## config.mk

```make
export PLATFORM = sky130hd
export DESIGN_NAME = uncache_agent
export DESIGN_NICKNAME = d
export VERILOG_FILES = /design/src/rtl/uncache_agent.sv
export SDC_FILE = /design/constraint.sdc
export NUM_CORES = 1
export LEC_CHECK = 0
export ABC_AREA = 1
export ABC_CLOCK_PERIOD_IN_PS = 11200
export CAP_MARGIN = 20
export CORE_MARGIN = 4
export CORE_UTILIZATION = 58
export CTS_CLUSTER_SIZE = 40
export DETAILED_ROUTE_END_ITERATION = 10
export PLACE_DENSITY = 0.85
export SETUP_SLACK_MARGIN = 0.02
export SLEW_MARGIN = 40
export SYNTH_ARGS = -nofsm -noshare
export SYNTH_HDL_FRONTEND = slang
export SYNTH_SLANG_ARGS = --single-unit
```

## constraint.sdc

```tcl
create_clock -name clk -period 11.2 [get_ports clk]
set_input_delay 2.24 -clock clk [delete_from_list [all_inputs] [get_ports clk]]
set_output_delay 2.24 -clock clk [all_outputs]
set_load 0.1 [all_outputs]
```

## src/rtl/uncache_agent.sv

```systemverilog
// Uncached access agent: buffers uncached stores in a small FIFO and serialises
// stores and loads into single outstanding requests toward axi_ctrl.
module uncache_agent #(
  parameter int DEPTH = 4
) (
  input  logic        clk,
  input  logic        resetn,
  input  logic        req_valid,
  input  logic [3:0]  req_wstrb,
  input  logic [31:0] req_addr,
  input  logic [31:0] req_wdata,
  output logic        req_ready,
  output logic        rdata_valid,
  output logic [31:0] rdata,
  output logic        busy,
  output logic        unrd_req,
  output logic [31:0] unrd_addr,
  output logic        unwr_req,
  output logic [3:0]  unwr_wstrb,
  output logic [31:0] unwr_addr,
  output logic [31:0] unwr_data,
  input  logic        un_reload,
  input  logic [31:0] unrd_data
);

  localparam int PW = $clog2(DEPTH);
  localparam logic [PW:0] DEPTH_C = (PW+1)'(DEPTH);

  typedef struct packed {
    logic [31:0] addr;
    logic [3:0]  wstrb;
    logic [31:0] data;
  } entry_t;

  typedef enum logic [1:0] {IDLE, WR, RD, GAP} state_t;

  entry_t          fifo_mem [DEPTH];
  logic [PW-1:0]   head;
  logic [PW-1:0]   tail;
  logic [PW:0]     count;
  state_t          state;
  logic            load_pending;

  logic            is_store;
  logic            store_ok;
  logic            load_ok;
  logic            push;
  logic            pop;
  logic            load_acc;
  entry_t          new_entry;
  entry_t          head_entry;

  assign is_store   = (req_wstrb != 4'b0000);
  assign store_ok   = (count < DEPTH_C);
  assign load_ok    = (count == '0) && (state == IDLE) && !load_pending;
  // Readiness is a function of registered state and the access type only, so
  // the pipeline can sample it without a combinational loop through req_valid.
  assign req_ready  = is_store ? store_ok : load_ok;

  assign push       = req_valid && req_ready && is_store;
  assign load_acc   = req_valid && req_ready && !is_store;
  assign pop        = un_reload && (state == WR);

  assign new_entry  = '{addr: req_addr, wstrb: req_wstrb, data: req_wdata};
  assign head_entry = fifo_mem[head];

  assign busy = (count != '0) || (state != IDLE) || load_pending;

  // NOTE: the storage array carries no reset; head/tail/count define which
  // entries are valid, so stale contents are never observed after reset.
  always_ff @(posedge clk) begin
    if (push) begin
      fifo_mem[tail] <= new_entry;
    end
  end

  // NOTE: every register here uses <= so all updates see pre-edge values and
  // the push/pop bookkeeping and the state transition stay mutually consistent.
  always_ff @(posedge clk) begin
    if (!resetn) begin
      state        <= IDLE;
      head         <= '0;
      tail         <= '0;
      count        <= '0;
      load_pending <= 1'b0;
      unwr_req     <= 1'b0;
      unwr_addr    <= '0;
      unwr_wstrb   <= '0;
      unwr_data    <= '0;
      unrd_req     <= 1'b0;
      unrd_addr    <= '0;
      rdata        <= '0;
      rdata_valid  <= 1'b0;
    end else begin
      rdata_valid <= 1'b0;

      if (push) begin
        tail <= tail + PW'(1);
      end
      if (pop) begin
        head <= head + PW'(1);
      end
      case ({push, pop})
        2'b10:   count <= count + (PW+1)'(1);
        2'b01:   count <= count - (PW+1)'(1);
        default: ;
      endcase

      if (load_acc) begin
        load_pending <= 1'b1;
      end

      case (state)
        IDLE: begin
          if (count != '0) begin
            state      <= WR;
            unwr_req   <= 1'b1;
            unwr_addr  <= head_entry.addr;
            unwr_wstrb <= head_entry.wstrb;
            unwr_data  <= head_entry.data;
          end else if (push) begin
            // Empty FIFO: the entry being written is the head, so bypass the
            // array and issue it straight from the request.
            state      <= WR;
            unwr_req   <= 1'b1;
            unwr_addr  <= new_entry.addr;
            unwr_wstrb <= new_entry.wstrb;
            unwr_data  <= new_entry.data;
          end else if (load_acc || load_pending) begin
            state    <= RD;
            unrd_req <= 1'b1;
            if (load_acc) begin
              unrd_addr <= req_addr;
            end
          end
        end
        WR: begin
          if (un_reload) begin
            unwr_req <= 1'b0;
            state    <= GAP;
          end
        end
        RD: begin
          if (un_reload) begin
            unrd_req     <= 1'b0;
            rdata        <= unrd_data;
            rdata_valid  <= 1'b1;
            load_pending <= 1'b0;
            state        <= GAP;
          end
        end
        GAP: begin
          // Keeps both requests low long enough for axi_ctrl to resample.
          state <= IDLE;
        end
        default: state <= IDLE;
      endcase
    end
  end

endmodule

```

# Word level (Yosys, flattened, before mapping)
# Memory sizes are Yosys's and may differ from the RTL's. A register that Yosys moved wholly into a read port is not among the register bits.
# Cells that the tools add are included.
[op_classes]
n_eq_ne = 13
n_mux = 29
n_reduce_logical = 28
add_sub_neg = 4
magnitude_cmp = 1
bitwise = 2
[ops]
columns = ["cell", "n"]
rows = [
  ["32-bit 2-to-1 mux", 4],
  ["1-bit 2-to-1 mux", 13],
  ["2-bit 2-to-1 mux", 6],
  ["5-bit AND reduction", 2],
  ["2-bit nonzero test", 5],
  ["4-bit 2-to-1 mux", 2],
  ["2-bit inequality test (second input constant)", 4],
  ["2-bit AND reduction", 4],
  ["2-bit == test (second input constant)", 3],
  ["1-bit logical AND", 6],
  ["2-bit one-hot mux with 3 select lines", 1],
  ["3-bit one-hot mux with 2 select lines", 1],
  ["2-bit by 1-bit adder with 2-bit output (second input constant)", 2],
  ["2-bit by 1-bit == test with 1-bit output (second input constant)", 2],
  ["2-bit by 1-bit inequality test with 1-bit output (second input constant)", 2],
  ["4-bit by 2-bit inequality test with 1-bit output (second input constant)", 1],
  ["1-bit one-hot mux with 2 select lines", 2],
  ["4-bit nonzero test", 1],
  ["3-bit by 1-bit adder with 3-bit output (second input constant)", 1],
  ["3-bit zero test", 1],
  ["1-bit logical OR", 3],
  ["3-bit < comparator (second input constant)", 1],
  ["3-bit by 2-bit inequality test with 1-bit output (second input constant)", 1],
  ["3-bit AND reduction", 1],
  ["6 further kinds", 8],
]
[word_totals]
mem_count = 1
mem_bits_rw = 272
reg_bits = 145
in_bits = 104
[mem_list]
columns = ["name", "words", "width", "rd", "rd_clocked_by_memory_dff", "write_ports", "line_no", "text"]
rows = [
  ["fifo_mem", 4, 68, 1, 1, 1, "37", "entry_t fifo_mem [DEPTH];"],
]

# Depth between registers and ports, before layout
# Gate-level depths: netlist (run 1).
[logic_depth]
ltp_word = 11
ltp_mapped = 11
mapped_depth_nobuf = 11

# Least setup slack after synthesis (run 1)
# No wires, ideal clock.
[synth_timing]
path_type = "input to output"
from = "input port req_wstrb[3]"
to = "output port req_ready"
cell_stages = 4
path_buffers = 0
path_slack_ns = 4.466
t_arrival_ns = 4.494
cell_sequence = "nor2_1 nand2_1 inv_1 o21ai_0"
[synth_between]
elab_chain_len = 2
[synth_lines]
columns = ["element", "line_no", "text"]
rows = [
  ["start: declaration", "9", "input logic [3:0] req_wstrb,"],
  ["4-bit nonzero test", "53", "assign is_store = (req_wstrb != 4'b0000);"],
  ["1-bit 2-to-1 mux", "58", "assign req_ready = is_store ? store_ok : load_ok;"],
  ["end: declaration", "12", "output logic req_ready,"],
]
# No other way between the ends.

# Worst setup path after layout (run 1)
[layout_timing]
from = "input port req_wstrb[0]"
to = "output port req_ready"
# The elaborated chain is that of the path after synthesis.

==> results of run 1 <==
## synthesized netlist by cell type (all sizes together) (36+ instances only)
cell | count | share of area (%)
nand2 | 85 | 2.0
dfxtp | 147 | 18
clkbuf | 38 | 0.89
edfxtp | 272 | 51
nor2 | 156 | 3.7
buf | 56 | 2.3
mux2i | 68 | 4.3
inv | 59 | 1.4
nand3 | 36 | 1.1
o22ai | 68 | 2.7
a21oi | 112 | 3.5
o21ai | 245 | 7.7
## worst max-delay path by stage
stage | from | endpoint | slack [ns] | depth (start not counted)
5_1_grt | req_wstrb[0] | req_ready | 4.97 | 7
4_1_cts | req_wstrb[0] | req_ready | 5.10 | 7
3_5_place_dp | req_wstrb[0] | req_ready | 5.12 | 7
2_1_floorplan | req_wstrb[3] | req_ready | 4.47 | 4
3_3_place_gp | req_wstrb[1] | req_ready | 4.42 | 7
6_report | req_wstrb[0] | req_ready | 5.09 | 7
## cell type report
class	instances	area, um^2
clock buffer	57	1106
fill	1849	7896
timing repair buffer	258	1913
inverter	59	226.5
clock inverter	16	153.9
tap	341	426.7
sequential	419	11120
multi-input combinational	782	4188
## registers in the layout, summed over array words and instances, names as in the netlist, named ones only
| name | cells |
|---|---|
| rdata | 32 |
| unrd_addr | 32 |
| tail | 2 |
| unwr_wstrb | 4 |
| head | 2 |
| unrd_req | 1 |
| unwr_data | 32 |
| fifo_mem | 272 |
| unwr_req | 1 |
| state | 2 |
| count | 3 |
| unwr_addr | 32 |
| load_pending | 1 |
| rdata_valid | 1 |
## tightest hold or removal path: stages (launching register included)
cell and delay [ns]:
dfxtp_1 0.30, inv_1 0.04, a21oi_1 0.05
## cells by family after synthesis
| family | after synthesis |
|---|---|
| AOI/OAI and AO/OA | 426 |
| xor gates and xnor gates | 1 |
| adders and majority gates | 10 |
| buffers and inverters | 153 |
| DFF | 419 |
| muxes | 68 |
| and+or+nand+nor | 277 |
## layout by cell type (no fill, tap or decap), types with 14 or more instances in the layout
cell,count
a21oi_1,111
buf_2,137
o21ai_1,84
clkbuf_16,41
mux2i_1,68
clkbuf_1,14
nor2_1,149
o22ai_1,68
inv_1,55
dfxtp_1,145
clkdlybuf4s50_1,102
nand3_1,34
buf_4,15
edfxtp_1,272
o21ai_0,161
nand2_1,84
## where the power goes
group	internal (mW)	switching, mW	leakage (nW)
Clock	0.758	0.542	0.610
Sequential	1.85	0.0938	3.70
Combinational	0.348	1.47	3.13
Total	2.96	2.10	7.44
## metrics by stage
step                      power, mW  cell area (um^2)  setup slack [ns]  cells
after floorplan               3.458             15990             4.466   1354
after global placement        3.873             18460             4.419   1856
after detailed placement      3.790             17860             5.116   1859
after CTS                     5.082             19120             5.103   1932
after global routing          5.267             19130             4.970   1932
final                         5.062             19130             5.092   1932
## per-layer routing
layer  wire (um)  up-vias
met3        2718       72
met5           0        -
met2       18130      412
li1            -     5272
met4         989        0
met1       14750     5345
==> flow_metrics.tcl, run 1 <==
set metrics [dict create \
    num_rows 60 \
    area_growth_pct 19.64 \
    slew_viol_final 0 \
    min_period_ns 6.108 \
    reg2reg_from "count[2]" \
    hold_depth 2 \
    timing.rr.end "unwr_addr[16]" \
    antenna_left 0 \
    viasPerCell 5.746 \
    h-tree-depth 2 \
    finalSetupTns_ns 0 \
    ir_drop_v 0.0001729 \
    yosys.area_share.simple_pct 6.832 \
    yosysSeqAreaShare_pct 69.49 \
    holdCritPathClass "flop to flop" \
    crit_chain "clkdlybuf4s50_1, nor2_1, nand2_1, inv_1, nand2_1, o21ai_0, buf_2" \
    die_area_um2 30290 \
    r2r_setup_slack_ns 8.44 \
    hp-start "unrd_addr[19]" \
    synthAdderAreaFrac_pct 0.8295 \
    synth_cells 1354 \
    start_util_pct 59.16 \
    ys_ff_latch 419 \
    grt.busiest_layer "met2" \
    met2_usage_pct 40.65 \
    async_flop_share_pct 0 \
    synth.distinct_cells 25 \
    synth_ff_type "edfxtp_1" \
    drt_iter0_drc 815 \
    cp_num_buf_inv 3 \
    mappedNetlistNets 1468 \
    wirelength_mm 36.59 \
    p_per_area_nw_per_um2 264.6 \
    cp-start-kind "input pin" \
    synth-compound-area-share_pct 13.91 \
    holdWs_ns 0.4407 \
    path_delay_family "buffers and inverters" \
    antenna_found_initial 0 \
    cts_resized 0 \
    cp_common_cell "nand2_1" \
    r2r_cells 8 \
    grt_pass1_wl_mm 57.85 \
    syn_area_per_cell_um2 11.81 \
    worst_skew_pair.late_latency_ns 0.52 \
    clk_pin_slew_ns 0.06 \
    maxCapViolCount 0 \
    hold_path_end "unrd_addr[19]" \
    cpPeakStageDelay_ns 0.52 \
    cts_tree "built" \
    crit_type "input pin to primary output" \
    status "completed" \
    wire_per_inst_um 18.94 \
    worstPathArrival_ns 3.87 \
    synth_top_family_by_area "compound AO/OA/AOI/OAI gates" \
    die_h_um 174.0 \
    ioPinCount 241 \
    slew_headroom_pct 45.32 \
    core_um2 27030 \
    drive_gt1_share_pct 14.27 \
    worst_pin_slew_ns 0.8201 \
    rsz0062_at_grt "false" \
    routed-via-count 11100 \
    clk_path_buf_depth 3 \
    skew_ns 0.01112 \
    endpoint_kind "primary output" \
    dp_hpwl_mm 21.69 \
    fin_crit_sh_pct 54.54 \
    drtPass1Iterations 5 \
    nets 1675 \
    place_congestion 0.7844 \
    p_leak_nw 7.440 \
    grt_use_met1_pct 29.68 \
    post-route-util_pct 70.78 \
    cp_data_required_time_ns 8.96 \
    clockRootBuffer "clkbuf_16" \
    yosysWarnings 0 \
    route.detailed.drc 0 \
    grt_usage_pct 23.46 \
    grt_util_met3_pct 5.198 \
    path_max_fanout 6 \
    max_freq_ghz 0.1637 \
    clock-sinks 419 \
    antennaDiodeCount 0 \
    synth_xor_area_share_pct 0.05478 \
    grt_overflow 0 \
    post_cts_buffers 0 \
    first_global_vias 11000 \
    die_x_um 174.0 \
    numCtsBuffers 41 \
    portBuffers 240 \
    synth_edf_count 272 \
    synth_mux_area_share_pct 4.257 \
    setup_viol 0 \
    ctsHoldBuffers 0 \
    synth_area_um2 15990 \
    slowest_stage "clkdlybuf4s50_1" \
    grt_max_degree 87 \
    hold_viol 0 \
]
Power figures use the tool's default switching activity.
==> run 2, diff against run 1 <==
--- a/config.mk
+++ b/config.mk
@@ -6,13 +6,13 @@
 export NUM_CORES = 1
 export LEC_CHECK = 0
 export ABC_AREA = 1
-export ABC_CLOCK_PERIOD_IN_PS = 11200
+export ABC_CLOCK_PERIOD_IN_PS = 5400
 export CAP_MARGIN = 20
 export CORE_MARGIN = 4
-export CORE_UTILIZATION = 58
+export CORE_UTILIZATION = 49
 export CTS_CLUSTER_SIZE = 40
 export DETAILED_ROUTE_END_ITERATION = 10
-export PLACE_DENSITY = 0.85
+export PLACE_DENSITY = 0.76
 export SETUP_SLACK_MARGIN = 0.02
 export SLEW_MARGIN = 40
 export SYNTH_ARGS = -nofsm -noshare
==> constraint.sdc (replaced) <==
create_clock -name clk -period 5.4 [get_ports clk]
set_input_delay 1.08 -clock clk [delete_from_list [all_inputs] [get_ports clk]]
set_output_delay 1.08 -clock clk [all_outputs]
set_load 0.1 [all_outputs]
==> run 2 against run 1 <==
Against the previous run: worst setup slack got worse by 3.3 ns; first-iteration DRC count decreased by 20%; total power increased by 110%; non-clock buffer count decreased by 2; critical endpoint unchanged; clock skew increased by 0.0061 ns; combinational power increased by 110%; largest power group unchanged; die area increased by 17%.
==> flow_metrics.tcl, run 2 (synthesis results as in run 1) <==
set metrics [dict create \
    holdWs_ns 0.4383 \
    grt_pass1_wl_mm 58.74 \
    largest_reg_flops 272 \
    drtPass1Iterations 5 \
    layout_commonest_cell "edfxtp_1" \
    routed-via-count 10890 \
    drt_iter0_drc 653 \
    cts_resized 0 \
    endpoint_kind "primary output" \
    hold_viol 0 \
    area_growth_pct 20.89 \
    antennaDiodeCount 0 \
    ir_drop_v 0.0003577 \
    grt_usage_pct 20.15 \
    crit_type "input pin to primary output" \
    skew_ns 0.01722 \
    worst_skew_pair.late_latency_ns 0.53 \
    p_leak_nw 7.484 \
    clk_pin_slew_ns 0.06 \
    clock-sinks 419 \
    viasPerCell 5.367 \
    ctsHoldBuffers 0 \
    numCtsBuffers 42 \
    worst_pin_slew_ns 0.8213 \
    die_h_um 188.6 \
    h-tree-depth 2 \
    wire_per_inst_um 18.03 \
    die_area_um2 35590 \
    wirelength_mm 36.58 \
    dp_hpwl_mm 20.82 \
    finalSetupTns_ns 0 \
    clockRootBuffer "clkbuf_16" \
    max_freq_ghz 0.2798 \
    antenna_found_initial 0 \
    status "completed" \
    grt_overflow 0 \
    place_congestion 0.7371 \
    worstPathArrival_ns 2.49 \
    drive_gt1_share_pct 14.68 \
    cp_data_required_time_ns 4.32 \
    antenna_left 0 \
    fin_crit_sh_pct 66.18 \
    nets 1674 \
    layout_common_cells "edfxtp_1, o21ai_0, nor2_1" \
    placed_area_um2 17970 \
    holdCritPathClass "flop to flop" \
    setup_viol 0 \
    rsz0062_at_grt "false" \
    p_per_area_nw_per_um2 550.3 \
    core_um2 31880 \
    grt_max_degree 86 \
    slew_viol_final 0 \
    final_area_um2 19330 \
    num_rows 65 \
    ioPinCount 241 \
    slew_headroom_pct 45.25 \
    min_period_ns 3.574 \
    portBuffers 240 \
    first_global_vias 11030 \
    cts_tree "built" \
    post_cts_buffers 0 \
    path_max_fanout 6 \
    clk_path_buf_depth 3 \
    registers.top_by_ff_count "fifo_mem" \
    route.detailed.drc 0 \
    start_util_pct 50.15 \
    die_x_um 188.6 \
    cp-start-kind "input pin" \
    maxCapViolCount 0 \
]
-- run 2: final cells by class --
cell class	count	area [um^2]
sequential	419	11120
clock inverter	18	156.4
clock buffer	60	1200
inverter	59	229.0
tap	435	544.3
multi-input combinational	782	4190
timing repair buffer	256	1894
fill	2565	12550
-- run 2: metal layers --
layer  vias up  track usage, %  wire length [um]
li1       5286               -                 -
met4         0           6.334               739
met5         -               0                 0
met3        61           4.798              2599
met1      5211           26.26             15920
met2       332           33.65             17330
-- run 2: final timing paths --
check / startpoint / endpoint / slack (ns) / cells past startpoint
setup / recovery: req_wstrb[1] / req_ready / 1.83 / 7
setup reg to reg: count[2] / unrd_req / 2.93 / 8
hold / removal: unrd_addr[21] / unrd_addr[21] / 0.44 / 2
hold reg to reg: unrd_addr[21] / unrd_addr[21] / 0.44 / 2
-- run 2: where the power goes --
| part | leakage (nW) | total (mW) | switching [mW] | internal [mW] |
|---|---|---|---|---|
| Sequential | 3.70 | 4.04 | 0.197 | 3.84 |
| Combinational | 3.12 | 3.79 | 3.05 | 0.739 |
| Clock | 0.668 | 2.81 | 1.16 | 1.65 |
| Total | 7.48 | 10.6 | 4.41 | 6.23 |
-- run 2: through the flow --
stage / power, mW / setup WS [ns] / std cells / utilization, %
6_report: 10.64 / 1.826 / 2029 / 60.63
3_5_place_dp: 7.896 / 1.445 / 1951 / 56.36
3_3_place_gp: 8.102 / 1.386 / 1951 / 58.46
2_1_floorplan: 7.173 / 0.5911 / 1354 / -
4_1_cts: 10.73 / 1.827 / 2029 / 60.61
5_1_grt: 11.10 / 1.738 / 2029 / 60.63
-- run 2: worst max-delay path, stage by stage --
cell,delay (ns)
clkdlybuf4s50_1,0.51
nor2_1,0.19
nand2_1,0.10
inv_1,0.12
nand2_1,0.06
o21ai_0,0.08
buf_4,0.33
==> run 3, diff against run 2 <==
--- a/config.mk
+++ b/config.mk
@@ -6,7 +6,7 @@
 export NUM_CORES = 1
 export LEC_CHECK = 0
 export ABC_AREA = 1
-export ABC_CLOCK_PERIOD_IN_PS = 5400
+export ABC_CLOCK_PERIOD_IN_PS = 3100
 export CAP_MARGIN = 20
 export CORE_MARGIN = 4
 export CORE_UTILIZATION = 49
==> constraint.sdc (replaced) <==
create_clock -name clk -period 3.1 [get_ports clk]
set_input_delay 0.62 -clock clk [delete_from_list [all_inputs] [get_ports clk]]
set_output_delay 0.62 -clock clk [all_outputs]
set_load 0.1 [all_outputs]
==> run 3 against run 2 <==
Against the previous run: flip-flop and latch count unchanged; clock skew decreased by 0.0030 ns; largest power group unchanged; clock power increased by 93%; total power is 83% higher; largest cell class unchanged; critical path type is now flop to primary output.
==> flow_metrics.tcl, run 3 (synthesis results as in run 1) <==
set metrics [dict create \
    p_per_area_nw_per_um2 972.0 \
    drt_iter0_drc 728 \
    post_cts_buffers 0 \
    clock-sinks 419 \
    viasPerCell 5.397 \
    crit_type "flop to primary output" \
    core_um2 31880 \
    hold_depth 2 \
    slowest_stage "dfxtp_1" \
    antenna_left 0 \
    grt_max_degree 142 \
    power_mw 19.43 \
    die_x_um 188.6 \
    antennaDiodeCount 0 \
    first_global_vias 11250 \
    worst_slack_ns 0.4750 \
    num_rows 65 \
    clk_path_buf_depth 3 \
    cpPeakStageDelay_ns 0.31 \
    setup_viol 0 \
    place_congestion 0.7589 \
    slew_headroom_pct 44.39 \
    ctsHoldBuffers 0 \
    area_growth_pct 24.99 \
    skew_ns 0.01420 \
    sw_frac_of_total_pct 39.86 \
    hp-start "unrd_addr[21]" \
    dpl_worst_slack_ns 0.3544 \
    cp-start-kind "flop" \
    registers.top_by_ff_count "fifo_mem" \
    drive_gt1_share_pct 15.40 \
    hold_viol 0 \
    layout_commonest_cell "edfxtp_1" \
    rsz0062_at_grt "false" \
    endpoint_kind "primary output" \
    route.detailed.drc 0 \
    placed_area_um2 18470 \
    drtPass1Iterations 5 \
    path_max_fanout 5 \
    cts_resized 0 \
    maxCapViolCount 0 \
    cts_tree "built" \
    cp_data_required_time_ns 2.48 \
    grt_pass1_wl_mm 59.89 \
    wire_per_inst_um 18.39 \
    wirelength_mm 37.49 \
    clockPowerShare_pct 28.0 \
    routed-via-count 11000 \
    grt_overflow 0 \
    intPower_mw 11.68 \
    crit_start "state[0]" \
    fin_crit_sh_pct 84.68 \
    slew_viol_final 0 \
    clk_pin_slew_ns 0.06 \
    ioPinCount 241 \
    final_area_um2 19990 \
    crit_chain "inv_1, ha_1, nand2_1, nor2_2, nand2_1, o21ai_1, buf_12" \
    min_period_ns 2.625 \
    status "completed" \
    start_util_pct 50.15 \
    p_leak_nw 7.644 \
    largest_reg_flops 272 \
    worst_skew_pair.late_latency_ns 0.53 \
    grt_usage_pct 20.69 \
    numCtsBuffers 42 \
    die_area_um2 35590 \
    worstPathArrival_ns 2.01 \
    dp_hpwl_mm 22.22 \
    portBuffers 240 \
    r2r_cells 6 \
    clockRootBuffer "clkbuf_16" \
    antenna_found_initial 1 \
    die_h_um 188.6 \
    p_comb_share_pct 35.9 \
    layout_common_cells "edfxtp_1, o21ai_0, buf_4" \
    holdCritPathClass "flop to flop" \
    h-tree-depth 2 \
    p_switching_mw 7.743 \
    ir_drop_v 0.0005391 \
    worst_pin_slew_ns 0.8342 \
    nets 1684 \
    max_freq_ghz 0.3809 \
    cp_common_cell "nand2_1" \
    pwr-share-seq_pct 36.1 \
]
==> run 3: cell types whose count changed in the layout (fill, tap and decap cells not counted), sizes merged <==
cell,before,now
buf,154,164
bufinv,2,7
inv,61,60
clkinvlp,1,2
clkbuf,60,57
clkinv,13,11
==> run 3: per-stage QoR <==
step | utilization [%] | setup TNS [ns] | hold WS, ns | instances
after floorplan | - | -31.51 | 0.4435 | 1354
after global placement | 57.94 | 0 | 0.4333 | 1961
after detailed placement | 57.94 | 0 | 0.4372 | 1961
after CTS | 62.69 | 0 | 0.4469 | 2039
after global routing | 62.69 | 0 | 0.4613 | 2039
final | 62.69 | 0 | 0.4444 | 2039
==> run 3: power groups by stage <==
stage                     clock network (mW)  logic, mW  registers, mW
after floorplan                            0       2.17           10.3
after detailed placement                   0       7.02           7.12
final                                   5.43       6.98           7.02
after CTS                               5.53       7.04           7.02
after global routing                    5.77       7.36           7.09
after global placement                     0       6.92           7.10
==> run 3: layer usage <==
| metal | part of all wire, % | GRT usage (%) | routed length, um |
|---|---|---|---|
| met2 | 50 | 36.99 | 18650 |
| met3 | 7.2 | 5.298 | 2705 |
| met4 | 1.8 | 4.989 | 678 |
| met1 | 41 | 25.23 | 15450 |
| met5 | 0.035 | 0 | 13 |
==> run 3: worst max-delay path, delay by kind of cell (launching register included) <==
| kind | cells | cell delay (ns) |
|---|---|---|
| AND/OR/NAND/NOR | 3 | 0.39 |
| buffers and inverters | 2 | 0.34 |
| adder cells (fa/ha/maj) | 1 | 0.25 |
| AO/OA/AOI/OAI | 1 | 0.19 |
| flip-flops | 1 | 0.31 |
==> run 3: final timing paths <==
| kind | endpoint | slack, ns |
|---|---|---|
| max | req_ready | 0.47 |
| min | unrd_addr[21] | 0.44 |
| max reg2reg | unwr_data[9] | 0.97 |
| min reg2reg | unrd_addr[21] | 0.44 |
==> run 3: cell type report <==
cell class | count | area (um^2)
Sequential cell | 419 | 11120
Multi-Input combinational cell | 782 | 4183
Clock inverter | 21 | 282.8
Clock buffer | 57 | 1231
Tap cell | 435 | 544.3
Timing Repair Buffer | 266 | 2402
Fill cell | 2487 | 11900
Inverter | 59 | 226.5
